### src/rtl/multicycle_control.sv
// Multi-cycle RV32I control FSM: fetch, decode, execute, memory, writeback with memory-ready stalls.
// Define MULTICYCLE_CONTROL_TRAP_EN to trap on unknown opcodes; otherwise they are skipped.
module multicycle_control #(
  parameter int IW     = 32,
  parameter int ALUOPW = 3,
  parameter int CNTW   = 16
) (
  input  logic              clk,
  input  logic              rstn,
  input  logic [IW-1:0]     instruction,
  input  logic              memready,
  output logic              pcwrite,
  output logic              irwrite,
  output logic              iord,
  output logic              branch,
  output logic              jump,
  output logic              memread,
  output logic              memtoreg,
  output logic              memwrite,
  output logic              alusrc,
  output logic              regwrite,
  output logic [ALUOPW-1:0] aluop,
  output logic [2:0]        state,
  output logic              retire,
  output logic [CNTW-1:0]   instret,
  output logic              illegal
);

  typedef enum logic [2:0] {
    S_FETCH  = 3'd0,
    S_DECODE = 3'd1,
    S_EXEC   = 3'd2,
    S_MEM    = 3'd3,
    S_WB     = 3'd4,
    S_TRAP   = 3'd5
  } state_t;

  localparam logic [6:0] OP_R    = 7'b0110011;
  localparam logic [6:0] OP_I    = 7'b0010011;
  localparam logic [6:0] OP_LD   = 7'b0000011;
  localparam logic [6:0] OP_ST   = 7'b0100011;
  localparam logic [6:0] OP_BR   = 7'b1100011;
  localparam logic [6:0] OP_JALR = 7'b1100111;

  state_t          r_state;
  state_t          w_state_next;
  logic [CNTW-1:0] r_instret;
  logic [6:0]      w_opcode;

  assign w_opcode = instruction[6:0];

  generate
    if (IW > 7) begin : g_upper
      logic w_unused_upper;
      assign w_unused_upper = ^instruction[IW-1:7];
    end
  endgenerate

  always_ff @(posedge clk or negedge rstn) begin
    if (!rstn) begin
      r_state   <= S_FETCH;
      r_instret <= '0;
    end else begin
      r_state <= w_state_next;
      if (retire) r_instret <= r_instret + CNTW'(1);
    end
  end

  always_comb begin
    w_state_next = r_state;
    pcwrite  = 1'b0;
    irwrite  = 1'b0;
    iord     = 1'b0;
    branch   = 1'b0;
    jump     = 1'b0;
    memread  = 1'b0;
    memtoreg = 1'b0;
    memwrite = 1'b0;
    alusrc   = 1'b0;
    regwrite = 1'b0;
    aluop    = '0;
    retire   = 1'b0;
    illegal  = 1'b0;
    case (r_state)
      S_FETCH: begin
        memread = 1'b1;
        if (memready) begin
          irwrite      = 1'b1;
          pcwrite      = 1'b1;
          w_state_next = S_DECODE;
        end
      end
      S_DECODE: begin
        case (w_opcode)
          OP_R, OP_I, OP_LD, OP_ST, OP_BR, OP_JALR: w_state_next = S_EXEC;
`ifdef MULTICYCLE_CONTROL_TRAP_EN
          default: w_state_next = S_TRAP;
`else
          default: w_state_next = S_FETCH;
`endif
        endcase
      end
      S_EXEC: begin
        w_state_next = S_FETCH;
        case (w_opcode)
          OP_R: begin
            aluop        = ALUOPW'(3'b001);
            w_state_next = S_WB;
          end
          OP_I: begin
            aluop        = ALUOPW'(3'b010);
            alusrc       = 1'b1;
            w_state_next = S_WB;
          end
          OP_LD, OP_ST: begin
            alusrc       = 1'b1;
            w_state_next = S_MEM;
          end
          OP_BR: begin
            aluop  = ALUOPW'(3'b011);
            branch = 1'b1;
            retire = 1'b1;
          end
          OP_JALR: begin
            alusrc   = 1'b1;
            jump     = 1'b1;
            pcwrite  = 1'b1;
            regwrite = 1'b1;
            retire   = 1'b1;
          end
          default: ;
        endcase
      end
      S_MEM: begin
        iord     = 1'b1;
        memread  = (w_opcode == OP_LD);
        memwrite = (w_opcode == OP_ST);
        if (memready) begin
          // Stores complete here; loads still need the writeback cycle.
          if (w_opcode == OP_ST) begin
            retire       = 1'b1;
            w_state_next = S_FETCH;
          end else begin
            w_state_next = S_WB;
          end
        end
      end
      S_WB: begin
        regwrite     = 1'b1;
        memtoreg     = (w_opcode == OP_LD);
        retire       = 1'b1;
        w_state_next = S_FETCH;
      end
`ifdef MULTICYCLE_CONTROL_TRAP_EN
      S_TRAP: begin
        illegal = 1'b1;
      end
`endif
      default: w_state_next = S_FETCH;
    endcase
    // Reset forces every output quiet without waiting for a clock edge.
    if (!rstn) begin
      pcwrite  = 1'b0;
      irwrite  = 1'b0;
      iord     = 1'b0;
      branch   = 1'b0;
      jump     = 1'b0;
      memread  = 1'b0;
      memtoreg = 1'b0;
      memwrite = 1'b0;
      alusrc   = 1'b0;
      regwrite = 1'b0;
      aluop    = '0;
      retire   = 1'b0;
      illegal  = 1'b0;
    end
  end

  assign state   = r_state;
  assign instret = r_instret;

endmodule

### config.mk
export PLATFORM = sky130hd
export DESIGN_NAME = multicycle_control
export DESIGN_NICKNAME = d
export VERILOG_FILES = /design/src/rtl/multicycle_control.sv
export SDC_FILE = /design/constraint.sdc
export NUM_CORES = 1
export LEC_CHECK = 0
export CAP_MARGIN = 5
export CORE_MARGIN = 2
export CORE_UTILIZATION = 25
export DETAILED_ROUTE_END_ITERATION = 12
export PLACE_DENSITY_LB_ADDON = 0.2
export SLEW_MARGIN = 0
export SYNTH_ARGS = -nofsm -noshare
export SYNTH_HDL_FRONTEND = slang
export SYNTH_SLANG_ARGS = --single-unit
### constraint.sdc
create_clock -name clk -period 2.24 [get_ports clk]
set_input_delay 0.336 -clock clk [delete_from_list [all_inputs] [get_ports clk]]
set_output_delay 0.336 -clock clk [all_outputs]
set_load 0.01 [all_outputs]
==> results.txt, run 1 <==
Status = finished, final reports clean
HPWL after detailed placement = 2593 um
Syn avg cell area = 9.981 sq um
Synth warn = 0
Final hold slack = 190.9 ps
Worst reg-to-reg setup slack = 330 ps
I/O pins = 69
Power share of the sequential group = 40.9%
Largest net degree at the start of global routing = 17
Max_cap viols = 0
Clk_lat worst skew = 260 ps
Crit path max fanout = 5
CTS tree = done
Drt via density = 4.405
Clock sink total = 19
Synth Register Bits = 19
Crit path from = instruction[3]
R2r worst-path depth = 6
Fin. Hold Viols = 0
Fraction of registers with async set or reset after synthesis = 100.0%
Die area = 5782 sq um
Final cell count without fillers = 264
Area contributors post-synth = dfrtp_1, xor2_1, xnor2_1, buf_4, nand3_1
Remaining Overflow, GRT = 0
Clock buffer depth = 2
Net load switching power = 0.3350 mW
H-Tree Depth = 1
Initial antenna violation count = 0
Main combinational cell family by area after synthesis = simple AND/OR/NAND/NOR gates
Largest area contributor in the synthesized netlist = dfrtp_1
Post-synth top cells = dfrtp_1, nand2_1, xor2_1
Pwr Total = 1.041 mW
Ant. Diodes = 0
Final max-slew violation count = 0
Layout cells sized above 1 = 27.32%
Hold WC Path Type = in -> async
Synth cell types = 47
Root Driver = clkbuf_8
Final antenna-violating net count = 0
Total GRT Usage = 11.88%
Unrepaired setup endpoints after global routing = no
Post-synth EDFFs = 0
Residual DRC count = 0
Setup violators final = 0
PortBufs = 41
First-pass GRT wire length = 5651 um
Nature of the critical path endpoint = primary output
Mapped Area = 1297 sq um
Final WL = 3226 um
Post-Synth Simple-Gate Area = 33.65%
Vias in the first global route = 1253
Register area share after synthesis = 36.64%
Worst R2R Start = instret[0]$_DFFE_PN0P_
Top-count cell post-synth = dfrtp_1
DIE HEIGHT = 76.04 um
Hold_buf cts = 0
WP data required = 1900 ps
Primary FF master, synth = dfrtp_1
Peak supply drop = 0.0001931 V
Vias = 1163
Drt initial violations = 43
Critical path class = in -> out
Layout filler cell count = 511
PD cells = 523.4 nW/um^2
Compound-Gate Fraction of Synth Area = 10.41%
XOR/XNOR Fraction of Synth Area = 11.96%
End of the worst register-to-register path = instret[12]$_DFFE_PN0P_
DR WL/cell = 12.22 um
Initial DRT Pass Iterations = 4
Leakage power = 0.9704 nW
Post-synthesis cell count = 130
Die W = 76.04 um
Crit start category = input port
Cell Rows = 26
Ratio of final minimum period to clock period = 95.48%
CP arrival = 1800 ps
Clock buffer count from CTS = 3
Layout Nets = 231
Core area = 5042 sq um
Tmin final = 2139 ps
Initial cell density of the core = 25.73%
Placed insts = 259
Fmax = 467.6 MHz
Area delta synth->final = 53.33%
P_int = 0.7064 mW
Post-synth top area share = 36.64%
Switching share of power = 32.17%
GPL Wtd Cong = 0.7730
Mux contribution to synthesized area = 0.8679%
Adder-cell area share of the yosys netlist = 0.9643%
Clock power share = 23.4%
Clock transition at path regs = 70 ps
Clock Skews = 9.875 ps
Combinational Power Share = 35.7%
[cell type report]
type	count	area (sq um)	share of cell area, %
well taps	70	87.58	4.403
multi-input cells	102	764.5	38.43
clock buffers	3	41.29	2.075
inverters	2	7.507	0.3774
repair buffers	67	603.1	30.31
clock inverters	1	7.507	0.3774
flip-flops and latches	19	478.0	24.03
[critical path: stages]
cell	delay, ps
clkdlybuf4s50_1	460
and3b_2	250
buf_6	140
buf_4	130
nand4_4	60
o21a_4	130
inv_2	30
dlygate4sd2_1	270
[per-stage QoR]
stage	setup slack, ps	setup TNS, ps	utilization (%)	cell area (sq um)
finish	101.2	0	39.45	1989
global placement	-264.4	-2797	38.21	1927
CTS	2.927	0	39.13	1973
global route	6.624	0	39.45	1989
detailed placement	-257.6	-2655	38.21	1927
floorplan	453.2	0	-	1301
[logic make-up after synthesis]
logic type	Yosys count
muxes	1
and+or+nand+nor	67
DFF	19
xor gates and xnor gates	16
AOI/OAI and AO/OA	15
buffers and inverters	10
adders and majority gates	1
other	1
[metal layers]
metal / vias to the layer above / GRT usage (%) / share of wire, %
li1: 581 / - / -
met1: 546 / 14.70 / 44
met2: 34 / 20.80 / 50
met3: 2 / 2.014 / 4.7
met4: 0 / 4.364 / 0.59
met5: - / 0 / 0
[power groups by stage]
| stage | clock (mW) | sequential, mW | combinational (mW) |
|---|---|---|---|
| 2_1_floorplan | 0 | 0.424 | 0.206 |
| 3_3_place_gp | 0 | 0.427 | 0.379 |
| 3_5_place_dp | 0 | 0.428 | 0.382 |
| 4_1_cts | 0.257 | 0.426 | 0.374 |
| 5_1_grt | 0.268 | 0.435 | 0.411 |
| 6_report | 0.243 | 0.426 | 0.372 |
[how the worst max path moves through the flow]
stage | endpoint | slack, ps | cells after the start
6_report | retire | 100 | 8
5_1_grt | regwrite | 7 | 5
4_1_cts | memwrite | 3 | 4
3_5_place_dp | memread | -260 | 6
3_3_place_gp | branch | -260 | 6
2_1_floorplan | instret[8]$_DFFE_PN0P_ | 450 | 6
[registers in the layout, indices dropped and copies added (netlist names)]
| name | count |
|---|---|
| instret | 16 |
| state | 3 |
[layout by cell type (no fill, tap or decap), types with 2 or more instances in the layout]
master            n
xnor2_2           2
clkbuf_8          3
dfrtp_1          17
nor3b_1           3
xor2_1            8
conb_1            2
clkdlybuf4s50_1  27
nand3_1           7
dlygate4sd2_1    11
xnor2_1           6
nand2_1           9
or3_1             2
nor2b_2           2
dfrtp_2           2
dlymetal6s2s_1    3
and2_1            4
or2_2             2
nand2b_1          2
nor2_1            5
and3_1            5
nor3_1            6
nor2_2            2
a21oi_1           5
nand4_1           5
buf_4            25
o21bai_1          2
and3b_2           2
nand2b_4          2
[repair_timing]
| item | 4_1_cts | 5_1_grt |
|---|---|---|
| endpoints found under the hold margin | 0 | 0 |
| setup buffers | 1 | 0 |
| setup endpoints to repair | 13 | 6 |
| pin swaps | 1 | 0 |
| gates resized for setup | 14 | 6 |
Power figures use the tool's default switching activity.
==> inputs of run 2 (changes only) <==
PLACE_DENSITY_LB_ADDON = 0.3   (was 0.2)
clock period = 2.2 ns   (was 2.24 ns; I/O delays follow)
==> run 2 against run 1 <==
Via count up 3.1%. Total power up 4.2%. Critical path depth down 3. Core utilization up 0.35 points. Combinational power up 13%. Routed wire length down 2.7%. First-iteration DRC count down 23%. Final cell count up 1.1%. Die area unchanged. Highest routed layer unchanged.
==> results.txt, run 2 (same netlist as run 1, synthesis figures left out) <==
Initial DRT Pass Iterations = 4 (unchanged)
Die W = 76.04 um (unchanged)
Total GRT Usage = 11.48% (was 11.88%)
Max_cap viols = 0 (unchanged)
Clock sink total = 19 (unchanged)
Residual DRC count = 0 (unchanged)
Root Driver = clkbuf_8 (unchanged)
Design Area, Final = 2007 sq um (was 1989 sq um)
Tmin final = 2136 ps
Ratio of final minimum period to clock period = 97.09%
GPL Wtd Cong = 0.8157 (was 0.7730)
Leakage power = 0.9611 nW (was 0.9704 nW)
Crit path from = instruction[5] (was instruction[3])
Hold WC Path Type = in -> async (unchanged)
Final WL = 3138 um (was 3226 um)
PD cells = 540.7 nW/um^2 (was 523.4 nW/um^2)
Pwr Total = 1.085 mW (was 1.041 mW)
Initial cell density of the core = 25.73% (unchanged)
Fin. Hold Viols = 0 (unchanged)
CP cell instances = clkdlybuf4s50_1 -> and3b_2 -> nand4_1 -> nand2_1 -> clkdlybuf4s50_1 (was clkdlybuf4s50_1 -> and3b_2 -> buf_6 -> buf_4 -> nand4_4 -> o21a_4 -> inv_2 -> dlygate4sd2_1)
Initial antenna violation count = 0 (unchanged)
WP data required = 1870 ps (was 1900 ps)
Status = finished, final reports clean (unchanged)
Core area = 5042 sq um (unchanged)
Clock buffer count from CTS = 3 (unchanged)
Number of flip-flops in the largest register = 16 (unchanged)
Clk_lat worst skew = 260 ps (about the same)
HPWL after detailed placement = 2494 um (was 2593 um)
Cell Rows = 26 (unchanged)
Finished Core Util = 39.80% (was 39.45%)
DR WL/cell = 11.75 um (was 12.22 um)
Unrepaired setup endpoints after global routing = no (unchanged)
Drt initial violations = 33 (was 43)
Crit path max fanout = 3 (was 5)
Critical-path top delay cell = clkdlybuf4s50_1 (unchanged)
Die area = 5782 sq um (unchanged)
Critical path class = in -> out (unchanged)
CTS tree = done (unchanged)
Crit-path leading delay family = buffers and inverters (unchanged)
Clock transition at path regs = 70 ps (about the same)
Ant. Diodes = 0 (unchanged)
Vias in the first global route = 1212 (was 1253)
Worst R2R Start = instret[0]$_DFFE_PN0P_ (unchanged)
Crit path largest cell delay = 530 ps (was 460 ps)
Remaining Overflow, GRT = 0 (unchanged)
Peak supply drop = 0.0002264 V (was 0.0001931 V)
I/O pins = 69 (unchanged)
Vias = 1199 (was 1163)
Area delta synth->final = 54.68% (was 53.33%)
Final hold slack = 198.9 ps (was 190.9 ps)
Setup violators final = 0 (unchanged)
Crit start category = input port (unchanged)
PortBufs = 41 (unchanged)
Stages on the worst setup path = 5 (was 8)
Clock buffer depth = 2 (unchanged)
Final max-slew violation count = 0 (unchanged)
DIE HEIGHT = 76.04 um (unchanged)
Final antenna-violating net count = 0 (unchanged)
H-Tree Depth = 1 (unchanged)
Clock Skews = 2.651 ps (was 9.875 ps)
Drt via density = 4.491 (was 4.405)
Nature of the critical path endpoint = primary output (unchanged)
Fmax = 468.2 MHz
Layout Nets = 234 (was 231)
Placement-stage cell area = 1927 sq um (unchanged)
CP bufs+invs = 2 (was 5)
Hold_buf cts = 0 (unchanged)
R2r worst-path depth = 6 (unchanged)
CP arrival = 1810 ps (was 1800 ps)
First-pass GRT wire length = 5485 um (was 5651 um)
Most frequent cells in the layout = clkdlybuf4s50_1, buf_4, dfrtp_1, dlygate4sd2_1, nand2_1 (unchanged)
Cell mode on critical path = clkdlybuf4s50_1
Setup TNS = 0 ps (unchanged)
Layout cells sized above 1 = 27.92% (was 27.32%)
Largest net degree at the start of global routing = 18 (was 17)
## run 2: cell types whose count changed in the layout (fill, tap and decap cells not counted)
cell | before | now
buf_4 | 25 | 28
dlymetal6s2s_1 | 3 | 1
clkdlybuf4s50_1 | 27 | 28
clkinv_2 | 0 | 1
clkinvlp_4 | 1 | 0
dfrtp_1 | 17 | 18
dfrtp_2 | 2 | 1
dlygate4sd2_1 | 11 | 12
nor2b_2 | 2 | 1
nor2b_4 | 0 | 1
## run 2: worst reg2reg max path: stages, from the launching register on
cell and delay [ps]:
dfrtp_1 450, ha_1 220, nand4_1 160, or3_1 400
o32a_4 250, nand2b_4 160, xnor2_2 120
## run 2: cell type report
cell class | count | area (sq um)
fillers | 526 | 3035
multi-input cells | 102 | 769.5
repair buffers | 70 | 619.3
flip-flops and latches | 19 | 476.7
well taps | 70 | 87.58
clock buffers | 3 | 41.29
inverters | 2 | 7.507
clock inverters | 1 | 5.005
## run 2: final timing paths
kind | end | slack [ps]
min in group clk | instret[15]$_DFFE_PN0P_ | 460
worst max-delay path | regwrite | 60
worst min-delay path | state[2]$_DFFE_PN0P_ | 200
worst max register to register | instret[12]$_DFFE_PN0P_ | 340
worst min register to register | instret[15]$_DFFE_PN0P_ | 460
max in group asynchronous | instret[12]$_DFFE_PN0P_ | 1800
## run 2: per-layer routing
layer	part of all wire (%)	global-route usage, %	up-vias
li1	-	-	591
met1	47	14.69	562
met2	45	18.57	41
met3	6.0	2.607	5
met4	1.6	5.091	0
met5	0	0	-
## run 2: per-stage QoR
stage / worst slack, ps / instances
floorplan: 413.2 / 131
global route: 11.67 / 267
global placement: -344.6 / 259
CTS: 1.428 / 266
detailed placement: -280.7 / 259
finish: 64.12 / 267
## run 2: where the power goes
| part | leakage (nW) | switching [mW] | internal, mW |
|---|---|---|---|
| Sequential | 0.260 | 0.0356 | 0.382 |
| Combinational | 0.676 | 0.192 | 0.227 |
| Clock | 0.0255 | 0.123 | 0.126 |
## run 2: what timing repair did
| item | in CTS | in global routing |
|---|---|---|
| endpoints found under the setup margin | 13 | 5 |
| pin swaps | 2 | 0 |
| resized for setup | 16 | 3 |
| cloned | 0 | 0 |
| setup buffers | 3 | 1 |
